[src/rtl/ps2_key_decoder.sv]
// PS/2 keyboard receiver: pin synchronisation, clock glitch filter, 11-bit frame capture,
// and a scan-code-set-2 prefix decoder producing single make/break key events.
module ps2_key_decoder #(
  parameter int FILTER_LEN      = 4,
  parameter int TIMEOUT_CYCLES  = 50000,
  parameter bit PASS_EXT        = 1'b0,
  parameter bit SUPPRESS_REPEAT = 1'b1
) (
  input  logic       clk,
  input  logic       reset,
  input  logic       ps2_clk,
  input  logic       ps2_data,
  output logic [7:0] keycode,
  output logic       key_is_press,
  output logic       key_en,
  output logic       frame_err
);

  localparam int FW = $clog2(FILTER_LEN + 1);
  localparam int TW = $clog2(TIMEOUT_CYCLES + 1);

  typedef enum logic [2:0] {
    S_IDLE,
    S_BRK,
    S_EXT,
    S_EXT_BRK,
    S_PAUSE
  } state_t;

  logic          r_clk_s1, r_clk_s2, r_dat_s1, r_dat_s2;
  logic          r_clk_flt;
  logic [FW-1:0] r_flt_cnt;
  logic          r_strobe;
  logic [3:0]    r_bit_cnt;
  logic [9:0]    r_shift;
  logic [TW-1:0] r_to_cnt;
  state_t        r_state;
  logic [2:0]    r_skip;
  logic [7:0]    r_last_press;

  logic [7:0]    w_byte;
  logic          w_stop_strobe;
  logic          w_frame_ok;
  logic          w_emit;
  logic          w_press;
  state_t        w_next_state;
  logic [2:0]    w_next_skip;

  // Shift register fills MSB-first, so after 10 bits: [0]=start, [8:1]=data, [9]=parity.
  assign w_byte        = r_shift[8:1];
  assign w_stop_strobe = r_strobe && (r_bit_cnt == 4'd10);
  assign w_frame_ok    = w_stop_strobe && !r_shift[0] && (^r_shift[9:1]) && r_dat_s2;

  // NOTE: every output of this block gets a default first so no latch is inferred.
  always_comb begin
    w_emit       = 1'b0;
    w_press      = 1'b0;
    w_next_state = r_state;
    w_next_skip  = r_skip;
    unique case (r_state)
      S_IDLE: begin
        if (w_byte == 8'hF0)      w_next_state = S_BRK;
        else if (w_byte == 8'hE0) w_next_state = S_EXT;
        else if (w_byte == 8'hE1) begin
          w_next_state = S_PAUSE;
          w_next_skip  = 3'd7;
        end else if (!(w_byte inside {8'hAA, 8'hFA, 8'hFE, 8'hEE, 8'h00, 8'hFF})) begin
          w_emit  = 1'b1;
          w_press = 1'b1;
        end
      end
      S_BRK: begin
        w_emit       = 1'b1;
        w_next_state = S_IDLE;
      end
      S_EXT: begin
        if (w_byte == 8'hF0) w_next_state = S_EXT_BRK;
        else begin
          w_emit       = PASS_EXT;
          w_press      = 1'b1;
          w_next_state = S_IDLE;
        end
      end
      S_EXT_BRK: begin
        w_emit       = PASS_EXT;
        w_next_state = S_IDLE;
      end
      S_PAUSE: begin
        w_next_skip = r_skip - 3'd1;
        if (r_skip == 3'd1) w_next_state = S_IDLE;
      end
      default: w_next_state = S_IDLE;
    endcase
    // Typematic repeat of the key already held down is swallowed.
    if (SUPPRESS_REPEAT && w_press && (w_byte == r_last_press)) w_emit = 1'b0;
  end

  // NOTE: sequential state uses non-blocking assignments only, so every flop sees
  // the pre-edge values of the others regardless of statement order.
  always_ff @(posedge clk) begin
    if (reset) begin
      r_clk_s1     <= 1'b1;
      r_clk_s2     <= 1'b1;
      r_dat_s1     <= 1'b1;
      r_dat_s2     <= 1'b1;
      r_clk_flt    <= 1'b1;
      r_flt_cnt    <= '0;
      r_strobe     <= 1'b0;
      r_bit_cnt    <= '0;
      r_shift      <= '0;
      r_to_cnt     <= '0;
      r_state      <= S_IDLE;
      r_skip       <= '0;
      r_last_press <= '0;
      keycode      <= '0;
      key_is_press <= 1'b0;
      key_en       <= 1'b0;
      frame_err    <= 1'b0;
    end else begin
      r_clk_s1  <= ps2_clk;
      r_clk_s2  <= r_clk_s1;
      r_dat_s1  <= ps2_data;
      r_dat_s2  <= r_dat_s1;
      r_strobe  <= 1'b0;
      key_en    <= 1'b0;
      frame_err <= 1'b0;

      // Filtered clock flips after FILTER_LEN consecutive samples disagree with it.
      if (r_clk_s2 != r_clk_flt) begin
        if (r_flt_cnt == FW'(FILTER_LEN - 1)) begin
          r_clk_flt <= r_clk_s2;
          r_flt_cnt <= '0;
          r_strobe  <= ~r_clk_s2;
        end else begin
          r_flt_cnt <= r_flt_cnt + 1'b1;
        end
      end else begin
        r_flt_cnt <= '0;
      end

      if (r_strobe) begin
        r_to_cnt <= '0;
        if (w_stop_strobe) begin
          r_bit_cnt <= '0;
          if (w_frame_ok) begin
            r_state <= w_next_state;
            r_skip  <= w_next_skip;
            key_en  <= w_emit;
            if (w_emit) begin
              keycode      <= w_byte;
              key_is_press <= w_press;
              if (w_press)                        r_last_press <= w_byte;
              else if (w_byte == r_last_press)    r_last_press <= '0;
            end
          end else begin
            frame_err <= 1'b1;
            r_state   <= S_IDLE;
          end
        end else begin
          r_shift   <= {r_dat_s2, r_shift[9:1]};
          r_bit_cnt <= r_bit_cnt + 4'd1;
        end
      end else if (r_bit_cnt != 4'd0) begin
        if (r_to_cnt == TW'(TIMEOUT_CYCLES - 1)) begin
          r_bit_cnt <= '0;
          r_to_cnt  <= '0;
          frame_err <= 1'b1;
          r_state   <= S_IDLE;
        end else begin
          r_to_cnt <= r_to_cnt + 1'b1;
        end
      end else begin
        r_to_cnt <= '0;
      end
    end
  end

endmodule

[config.mk]
export PLATFORM = sky130hd
export DESIGN_NAME = ps2_key_decoder
export DESIGN_NICKNAME = d
export VERILOG_FILES = /design/src/rtl/ps2_key_decoder.sv
export SDC_FILE = /design/constraint.sdc
export NUM_CORES = 1
export LEC_CHECK = 0
export CORE_MARGIN = 2
export CORE_UTILIZATION = 31
export DETAILED_ROUTE_END_ITERATION = 10
export SYNTH_ARGS = -nofsm -noshare
export SYNTH_HDL_FRONTEND = slang
export SYNTH_SLANG_ARGS = --single-unit
[constraint.sdc]
create_clock -name clk -period 3.3 [get_ports clk]
set_clock_uncertainty 0.2 [all_clocks]
set_input_delay 0.66 -clock clk [delete_from_list [all_inputs] [get_ports clk]]
set_output_delay 0.66 -clock clk [all_outputs]
set_load 0.01 [all_outputs]
==> reports/results.ini <==
[status]
status = finished, final reports clean

[die]
start_util_pct = 32.0
core_area_um2 = 10900
die_y_um = 110
pin_count = 15
die_area_um2 = 12200
num_rows = 38
die_w_um = 110

[worst_setup_path]
critPathMostFrequentCell = or3_1
end_kind = register
r2r_start = r_shift[1]
cp_num_buf_inv = 1
rr_worst_depth = 7
critPathArrivalTime_ps = 3030
crit_fanout = 11
cp_data_required_time_ps = 3350
r2r-end = key_is_press
startpoint = r_shift[1]
cp.depth = 7
cp_cell_sequence = inv_1 -> ha_1 -> xnor3_2 -> xnor2_1 -> or3_1 -> or3_1 -> a211oi_2
cp-endpoint = key_is_press
critPathKind = reg -> reg
critical-path-max-stage-delay_ps = 530
path_delay_family = simple AND/OR/NAND/NOR gates
crit_path_start_kind = register
r2r_setup_slack_ps = 320
critPathSlowestCell = or3_1

[placement]
dp_hpwl_um = 5190
dp_cells = 550
dpl_cell_area_um2 = 3800
place.port_buffers = 14
place.gp.congestion = 0.809

[sta]
worstMarginPinSlew_ps = 1030
fmax_mhz = 336
period_needed_ps = 2980
hold_viol_final = 0
setup_viol = 0
slew_headroom_pct = 30.8
fin_tns_setup_ps = 0
rsz0062_at_grt = false
drv_slew = 0
fin_crit_sh_pct = 90.2

[cts]
h-tree-depth = 3
clk_path_buf_depth = 2
cts_resized = 0
cts_tree = built
clockRootBuffer = clkbuf_16
numClockSinks = 64
path_clk_slew_ps = 60
clk_latency_ps = 330
cts_made_buffers = 9
cts_setup_buffers = 0
hold_buffers = 0

[finish]
stdcell_count = 566
design_area_um2 = 4120
area_delta_synth_final_pct = 17.8
layout.nets = 446
layout-drive-gt1-share_pct = 10.1
n_fill_cell = 1134
diodes = 0

[yosys]
synth_xor_xnor_area_share_pct = 6.94
yosys.area_share.adder_pct = 7.51
synth_edf_count = 0
ys_warn_count = 0
synth.area.mux_share_pct = 4.86
synth.avg_cell_area_um2 = 8.60
ys_types = 52
syn_nets = 432
synth_top_family_by_area = simple AND/OR/NAND/NOR gates
synth-compound-area-share_pct = 11.9
async_flop_share_pct = 0
syn_area_um2 = 3500
synth_cells = 407
synthSimpleGateAreaFrac_pct = 27.0
ys_seq_area_share_pct = 36.6
synth_seq_cells = 64
synth_ff_type = dfxtp_1

[detailed_routing]
routedWlPerCell_um = 13.5
viasPerCell = 5.07
post-route-drc-count = 0
antenna_left = 0
drtIter0Drc = 113
wirelength_um = 7640
first_pass_iters = 4
vias = 2870

[worst_hold_path]
hp-class = reg -> reg

[global_route]
grt_pass1_wl_um = 13100
grt_overflow_total = 0
antenna_found_initial = 0
grt_max_degree = 42
first_global_vias = 2769
track_usage_pct = 13.8

[pwr]
power.leakage_nw = 1.46
peakVddDrop_mv = 0.209
cellPowerDensity_nw_per_um2 = 441

[flow_run]
maxCapViolCount = 0

==> layout by cell type, fill, tap and decap left out, types with 12 or more instances in the layout <==
cell type	Yosys	routed
nor2_1	34	34
xnor2_1	12	12
nand3_1	27	27
nand2_1	21	21
mux2i_1	17	17
clkdlybuf4s50_1	0	13
xor2_1	13	13
ha_1	21	21
nand2b_1	16	16
a21oi_1	25	25
dfxtp_1	64	64
o21ai_0	21	21
inv_1	24	24
==> sequential cells by signal, summed over array words and instances (netlist names) <==
| name | count |
|---|---|
| r_strobe | 1 |
| r_clk_s1 | 1 |
| r_state | 3 |
| r_clk_flt | 1 |
| r_last_press | 8 |
| r_to_cnt | 16 |
| r_flt_cnt | 3 |
| frame_err | 1 |
| key_is_press | 1 |
| r_bit_cnt | 4 |
| r_dat_s1 | 1 |
| r_shift | 10 |
| r_dat_s2 | 1 |
| r_skip | 3 |
| keycode | 8 |
| key_en | 1 |
| r_clk_s2 | 1 |
==> area by class of cell <==
| cell class | instances | area (µm²) | area share, % |
|---|---|---|---|
| timing repair buffer | 24 | 210 | 5.10 |
| tap | 140 | 175 | 4.25 |
| multi-input combinational | 298 | 2040 | 49.6 |
| clock buffer | 9 | 225 | 5.46 |
| clock inverter | 7 | 95.1 | 2.31 |
| sequential | 64 | 1280 | 31.1 |
| inverter | 24 | 90.1 | 2.19 |
==> Yosys cell counts (6+ instances only) <==
| cell type | number | area share (%) |
|---|---|---|
| dfxtp_1 | 64 | 37 |
| nor2_1 | 34 | 3.6 |
| nand3_1 | 27 | 3.9 |
| a21oi_1 | 25 | 3.6 |
| inv_1 | 24 | 2.6 |
| ha_1 | 21 | 7.5 |
| nand2_1 | 21 | 2.3 |
| o21ai_0 | 21 | 3.0 |
| mux2i_1 | 17 | 4.9 |
| nand2b_1 | 16 | 2.9 |
| clkbuf_1 | 14 | 1.5 |
| xor2_1 | 13 | 3.3 |
| xnor2_1 | 12 | 3.0 |
| nand4_1 | 11 | 2.0 |
| nor2b_1 | 10 | 1.8 |
| and3_1 | 9 | 1.6 |
| nor3_1 | 6 | 0.86 |
==> power breakdown <==
part | total [mW] | internal [mW] | switching, mW | leakage, nW
Combinational | 0.0203 | 0.00875 | 0.0115 | 0.788
Sequential | 0.777 | 0.775 | 0.00108 | 0.516
Clock | 1.02 | 0.662 | 0.361 | 0.156
==> kinds of logic after synthesis <==
group,after synthesis
simple gates,169
compound gates,65
flops,64
buf+inv,45
xor+xnor,26
fa+ha+maj,21
mux,17
==> worst min-delay path by stage <==
| stage | from | to | slack [ps] | cells past startpoint |
|---|---|---|---|---|
| 2_1_floorplan | r_clk_s1 | r_clk_s2 | 190 | 1 |
| 3_3_place_gp | r_clk_s1 | r_clk_s2 | 190 | 1 |
| 3_5_place_dp | r_dat_s1 | r_dat_s2 | 200 | 1 |
| 4_1_cts | r_clk_s1 | r_clk_s2 | 210 | 1 |
| 5_1_grt | r_dat_s1 | r_dat_s2 | 220 | 1 |
| 6_report | r_clk_s1 | r_clk_s2 | 210 | 1 |
==> through the flow <==
step	setup WS [ps]	power (mW)	hold slack (ps)	util, %
after detailed placement	352	0.814	198	34.8
after global routing	75.5	1.88	222	37.7
after global placement	437	0.813	190	34.8
after CTS	345	1.84	212	37.7
final	324	1.82	208	37.7
after floorplan	776	0.807	189	-
==> routing by layer <==
metal	track usage [%]	routed length [µm]	up-vias
met5	0	0	-
met4	6.61	172	0
met3	2.88	216	14
met2	22.7	3560	37
met1	17.2	3690	1364
li1	-	-	1455
Note: power is estimated with default switching activity, not from simulation.
